`src/rtl/seq_reset_pipe_bank_pkg.sv`:
```
// Shared types and helpers for the sequential-reset pipeline bank.
// The stage struct is fixed to a default width because packages cannot carry parametrised types.
package seq_reset_pkg;

   localparam int DEFAULT_WIDTH = 8;

   typedef struct packed {
      logic                     v;
      logic [DEFAULT_WIDTH-1:0] d;
   } stage_t;

   function automatic int occ_width(input int depth);
      return $clog2(depth + 1);
   endfunction

endpackage

```
`src/rtl/seq_reset_pipe_bank_stage.sv`:
```
// One elastic valid/data stage with async reset, synchronous flush and a programmable reset value.
module seq_reset_pipe_stage #(
   parameter int               WIDTH     = 8,
   parameter logic [WIDTH-1:0] RESET_VAL = '0
) (
   input  logic             clk,
   input  logic             rst_n,
   input  logic             flush,
   input  logic             up_valid,
   input  logic [WIDTH-1:0] up_data,
   input  logic             down_rdy,
   output logic             v,
   output logic [WIDTH-1:0] d,
   output logic             rdy
);

   assign rdy = !v || down_rdy;

   // Data only loads alongside a valid bit, so bubbles never capture undriven input data.
   always_ff @(posedge clk or negedge rst_n) begin
      if (!rst_n) begin
         v <= 1'b0;
         d <= RESET_VAL;
      end else if (flush) begin
         v <= 1'b0;
         d <= RESET_VAL;
      end else if (rdy) begin
         v <= up_valid;
         if (up_valid) begin
            d <= up_data;
         end
      end
   end

endmodule

```
`src/rtl/seq_reset_pipe_bank.sv`:
```
// Parametrised elastic register pipeline built from chained seq_reset_pipe_stage instances.
// Optional occupancy counter output is enabled by defining SEQ_RESET_PIPE_OCC_EN.
module seq_reset_pipe_bank
   import seq_reset_pkg::*;
#(
   parameter int               WIDTH     = 8,
   parameter int               DEPTH     = 2,
   parameter logic [WIDTH-1:0] RESET_VAL = '0
) (
   input  logic                        clk,
   input  logic                        rst_n,
   input  logic                        flush,
   input  logic                        in_valid,
   input  logic [WIDTH-1:0]            in_data,
   output logic                        in_ready,
   output logic                        out_valid,
   output logic [WIDTH-1:0]            out_data,
   input  logic                        out_ready
`ifdef SEQ_RESET_PIPE_OCC_EN
   ,
   output logic [occ_width(DEPTH)-1:0] occupancy
`endif
);

   logic [DEPTH-1:0] v;
   logic [WIDTH-1:0] d [DEPTH];
   logic [DEPTH:0]   rdy;

   assign rdy[DEPTH] = out_ready;

   // Stage i is fed by stage i-1 and sees the ready of stage i+1; the last one sees out_ready.
   for (genvar i = 0; i < DEPTH; i++) begin : g_stage
      logic             up_valid;
      logic [WIDTH-1:0] up_data;

      if (i == 0) begin : g_first
         assign up_valid = in_valid;
         assign up_data  = in_data;
      end else begin : g_next
         assign up_valid = v[i-1];
         assign up_data  = d[i-1];
      end

      seq_reset_pipe_stage #(
         .WIDTH     (WIDTH),
         .RESET_VAL (RESET_VAL)
      ) u_stage (
         .clk      (clk),
         .rst_n    (rst_n),
         .flush    (flush),
         .up_valid (up_valid),
         .up_data  (up_data),
         .down_rdy (rdy[i+1]),
         .v        (v[i]),
         .d        (d[i]),
         .rdy      (rdy[i])
      );
   end

   assign in_ready  = rdy[0];
   assign out_valid = v[DEPTH-1];
   assign out_data  = d[DEPTH-1];

`ifdef SEQ_RESET_PIPE_OCC_EN
   localparam int OW = occ_width(DEPTH);

   logic [OW-1:0] occ_cnt;
   logic          xfer_in;
   logic          xfer_out;

   assign xfer_in  = in_valid && in_ready;
   assign xfer_out = out_valid && out_ready;

   // Registered count of held entries; simultaneous in and out cancel.
   always_ff @(posedge clk or negedge rst_n) begin
      if (!rst_n) begin
         occ_cnt <= '0;
      end else if (flush) begin
         occ_cnt <= '0;
      end else if (xfer_in && !xfer_out) begin
         occ_cnt <= occ_cnt + OW'(1);
      end else if (!xfer_in && xfer_out) begin
         occ_cnt <= occ_cnt - OW'(1);
      end
   end

   assign occupancy = occ_cnt;
`endif

endmodule

```
`config.mk`:
```
export PLATFORM = sky130hd
export DESIGN_NAME = seq_reset_pipe_bank
export DESIGN_NICKNAME = d
export VERILOG_FILES = /design/src/rtl/seq_reset_pipe_bank_pkg.sv /design/src/rtl/seq_reset_pipe_bank_stage.sv /design/src/rtl/seq_reset_pipe_bank.sv
export SDC_FILE = /design/constraint.sdc
export NUM_CORES = 1
export LEC_CHECK = 0
export BUFFER_PORTS_ARGS = -buffer_cell sky130_fd_sc_hd__buf_2
export CAP_MARGIN = 20
export CORE_UTILIZATION = 48
export CTS_CLUSTER_SIZE = 20
export DETAILED_ROUTE_END_ITERATION = 8
export GPL_TIMING_DRIVEN = 0
export PLACE_DENSITY = 0.76
export SLEW_MARGIN = 20
export SYNTH_ARGS = -nofsm -noshare
export SYNTH_HDL_FRONTEND = slang
export SYNTH_SLANG_ARGS = --single-unit
```
`constraint.sdc`:
```
create_clock -name clk -period 1.4 [get_ports clk]
set_input_delay 0.14 -clock clk [delete_from_list [all_inputs] [get_ports clk]]
set_output_delay 0.14 -clock clk [all_outputs]
set_load 0.02 [all_outputs]
```
==> out/results.md <==
| Parameter | This run | Unit |
|---|---|---|
| Result of the run | finished clean | - |
| Top post-synthesis cells by area | sky130_fd_sc_hd__dfrtp_1 (60%), sky130_fd_sc_hd__a22o_2 (11%), sky130_fd_sc_hd__a21oi_1 (6.7%), sky130_fd_sc_hd__nand3_1 (5.4%), sky130_fd_sc_hd__o21ai_0 (5.4%) | - |
| Max VDD drop | 0.000594 | V |
| Core box area | 1370 | µm² |
| Area enclosed by the die boundary | 1720 | µm² |
| Number of register bits inferred by synthesis | 18 | - |
| Final-stage net count | 103 | - |
| Post-cts repair resize count | 0 | - |
| RSZ-0062 raised after global routing | false | - |
| Insertion delay to the later sink of the worst-skew pair | 0.28 | ns |
| Chip height | 41.5 | µm |
| Multiplexer fraction of the synthesized cell area | 0 | - |
| Number of I/O port buffers | 22 | - |
| Cell-internal power | 0.000688 | W |
| Reg power frac | 0.614 | - |
| Final core occ | 0.665 | - |
| Register-to-Register Path Depth | 4 | - |
| Share of the synthesized area in compound gates (AO/OA/AOI/OAI) | 0.240 | - |
| Total count of max-transition violations in the final report | 0 | - |
| Final worst path period need | 1.23 | ns |
| CTS sink cnt | 18 | - |
| Io pins | 23 | - |
| Startpoint type of the worst setup path | flip-flop | - |
| Number of endpoints failing setup at the final stage | 0 | - |
| CP Data Required Time | 1.62 | ns |
| Max frequency | 0.816 | GHz |
| Area share of fa/ha/maj cells after synthesis | 0 | - |
| Worst path arrival time | 1.45 | ns |
| First drt pass iteration count | 4 | - |
| Layout-stage area growth over the synthesis result | 21.6 | % |
| Post-synthesis instance area | 747 | µm² |
| Detailed-route DRC error count | 0 | - |
| Count of routing violations after the opening detailed-route iteration | 5 | - |
| Async set-or-reset flop fraction in the synthesized netlist | 1.00 | - |
| Most frequent cell after synthesis | sky130_fd_sc_hd__dfrtp_1 | - |
| Final HPWL from detailed placement | 1010 | µm |
| CTS tree | yes | - |
| Number of clock buffers inserted by TritonCTS | 3 | - |
| Diode count | 0 | - |
| Number of warning messages in the yosys log | 0 | - |
| PwrDens | 996 | nW/µm² |
| Antenna violations before repair | 0 | - |
| H-tree lvl count | 1 | - |
| Worst clock skew | 0.00128 | ns |
| Distinct cell type count after synthesis | 13 | - |
| Hold violation count in the final report | 0 | - |
| GR Util All Layers | 0.194 | - |
| Class of the tightest hold or removal check | in2reg | - |
| Pin count of the biggest net entering global routing | 19 | - |
| Top cell type's share of synthesized area | 0.603 | - |
| Cell accounting for the most synthesized area | sky130_fd_sc_hd__dfrtp_1 | - |
| Detailed-route vias per instance | 5.42 | - |
| WHS Path Cells | 2 | - |
| Clock network fraction of design power | 0.265 | - |
| Capturing element type of the critical path | flip-flop | - |
| Vias in the first global route | 540 | - |
| Net switching power of the design | 0.000216 | W |
| Basic-gate share of the synthesized area counting and, or, nand and nor cells | 0.122 | - |
| Wire length per cell after detailed routing | 13.7 | µm |
| Source of the worst hold timing path | in_data[5] | - |
| Worst relative slew slack | 0.715 | - |
| Wire length of the first global-routing pass | 2560 | µm |
| Maximum fanout encountered on the critical timing path | 10 | - |
| Worst Hold Endpoint | g_stage[0].u_stage.d[5]$_DFFE_PN0P_ | - |
| Leakage Power | 0.464 | nW |
| Least-Margin Pin Slew | 0.428 | ns |
| Clock-pin slew on the worst setup and hold paths | 0.09 | ns |
| Setup TNS Final | 0 | ns |
| Initial Util | 0.547 | - |
| Wire length reported by the detailed router | 1410 | µm |
| Max-cap violations | 0 | - |
| Number of enable flip-flop cells after synthesis | 0 | - |
| Share of the synthesized netlist area taken by xor and xnor gates | 0 | - |
| Layout cells sized above 1 | 0.420 | - |
| Post-Syn Nets | 75 | - |
| Number of nets with antenna violations after detailed routing | 0 | - |
| Horizontal die dimension | 41.5 | µm |
| Setup CP Type | reg2reg | - |
| Proportion of total power due to net switching | 0.239 | - |
| Most instantiated cells after synthesis | sky130_fd_sc_hd__dfrtp_1 (18), sky130_fd_sc_hd__a21oi_1 (10), sky130_fd_sc_hd__a22o_2 (8), sky130_fd_sc_hd__nand3_1 (8), sky130_fd_sc_hd__o21ai_0 (8) | - |
| Dominant combinational cell family by area after synthesis | compound AO/OA/AOI/OAI gates | - |
| Sequential element share of the synthesized area | 0.603 | - |
| Avg Cell Area, Syn | 12.0 | µm² |
| Start of the worst register-to-register path | g_stage[0].u_stage.v$_DFFE_PN0P_ | - |
| Leading register cell type out of synthesis | sky130_fd_sc_hd__dfrtp_1 | - |
| GRT overflow | 0 | - |
| Root buffer cell | sky130_fd_sc_hd__clkbuf_4 | - |
| Proportion of power drawn by combinational gates | 0.121 | - |
| Routability congestion estimate from global placement | 0.682 | - |
| Fin crit share | 0.875 | - |
| Count of vias placed by the detailed router | 558 | - |
| Standard-cell row count | 13 | - |
| Cells after synthesis | 62 | - |
| Setup slack of the most critical reg-to-reg path | 0.17 | ns |
| Reg-to-reg critical path endpoint | g_stage[0].u_stage.d[3]$_DFFE_PN0P_ | - |
| Buffer depth of the longest clock path | 2 | - |
==> worst max-delay path, stage by stage (launching register included) <==
cell                       delay (ns)
sky130_fd_sc_hd__dfrtp_1         0.39
sky130_fd_sc_hd__buf_6           0.14
sky130_fd_sc_hd__nand3b_4        0.09
sky130_fd_sc_hd__nor3b_4         0.34
sky130_fd_sc_hd__a22o_2          0.21
==> worst max-delay path by stage <==
| stage | slack [ns] | start | end |
|---|---|---|---|
| 3_3_place_gp | 0.19 | g_stage[0].u_stage.v$_DFFE_PN0P_ | g_stage[0].u_stage.d[0]$_DFFE_PN0P_ |
| 2_1_floorplan | 0.16 | g_stage[1].u_stage.v$_DFFE_PN0P_ | g_stage[0].u_stage.d[0]$_DFFE_PN0P_ |
| 6_report | 0.17 | g_stage[0].u_stage.v$_DFFE_PN0P_ | g_stage[0].u_stage.d[3]$_DFFE_PN0P_ |
| 3_5_place_dp | 0.18 | g_stage[0].u_stage.v$_DFFE_PN0P_ | g_stage[0].u_stage.d[3]$_DFFE_PN0P_ |
| 5_1_grt | 0.05 | g_stage[1].u_stage.v$_DFFE_PN0P_ | g_stage[1].u_stage.d[7]$_DFFE_PN0P_ |
| 4_1_cts | 0.16 | g_stage[0].u_stage.v$_DFFE_PN0P_ | g_stage[0].u_stage.d[3]$_DFFE_PN0P_ |
==> per-layer routing <==
layer / GRT usage / up-vias / share of wire
li1: - / 281 / -
met1: 0.267 / 253 / 0.48
met2: 0.300 / 22 / 0.47
met3: 0.0261 / 2 / 0.043
met4: 0.0968 / 0 / 0.0078
met5: 0 / - / 0
==> cell families (layout without fill, tap and decap cells) <==
logic type,Yosys count,after routing
DFF,18,18
and+or+nand+nor,12,12
AOI/OAI and AO/OA,27,27
buffers and inverters,5,31
==> per-stage QoR <==
| stage | cell area [µm²] | hold slack, ns | setup WS (ns) | power [W] | std cells |
|---|---|---|---|---|---|
| after global placement | 876 | 0.0829 | 0.194 | 0.000671 | 99 |
| after CTS | 908 | 0.0677 | 0.158 | 0.000920 | 103 |
| after global routing | 908 | 0.0652 | 0.0535 | 0.000956 | 103 |
| after floorplan | 747 | -0.156 | 0.165 | 0.000624 | 62 |
| final | 908 | 0.0780 | 0.174 | 0.000905 | 103 |
| after detailed placement | 876 | 0.0856 | 0.180 | 0.000674 | 99 |
==> power by group through the flow <==
stage          registers [W]  clock network, W  logic (W)
2_1_floorplan       0.000571                 0  0.0000534
3_3_place_gp        0.000565                 0   0.000106
3_5_place_dp        0.000565                 0   0.000108
4_1_cts             0.000555          0.000254   0.000111
5_1_grt             0.000558          0.000276   0.000122
6_report            0.000555          0.000240   0.000109
==> timing repair <==
item | 4_1_cts | 5_1_grt
hold buffers | 1 | 0
endpoints found under the hold margin | 18 | 0
setup buffers | 0 | 0
==> registers in the layout (all words and copies together), names as in the netlist <==
register and count:
g_stage.u_stage.d 16, g_stage.u_stage.v 2
==> area by class of cell <==
class                   instances  area [µm²]
plain buffers                   3        18.8
clock buffers                   3        22.5
fillers                       115         458
inverters                       2        7.51
multi-input cells              39         270
flip-flops and latches         18         450
well taps                      15        18.8
repair buffers                 23         120
==> cell usage in the layout (no fill, tap or decap), drive strengths merged <==
cell type and instances:
a21oi 11, a22o 8, buf 23, clkbuf 5, dfrtp 18, dlygate4sd3 1
inv 2, nand2b 1, nand3 8, nand3b 1, nor2b 1, nor3b 1
o21ai 8
No activity file was read; power rests on OpenSTA's default activity.
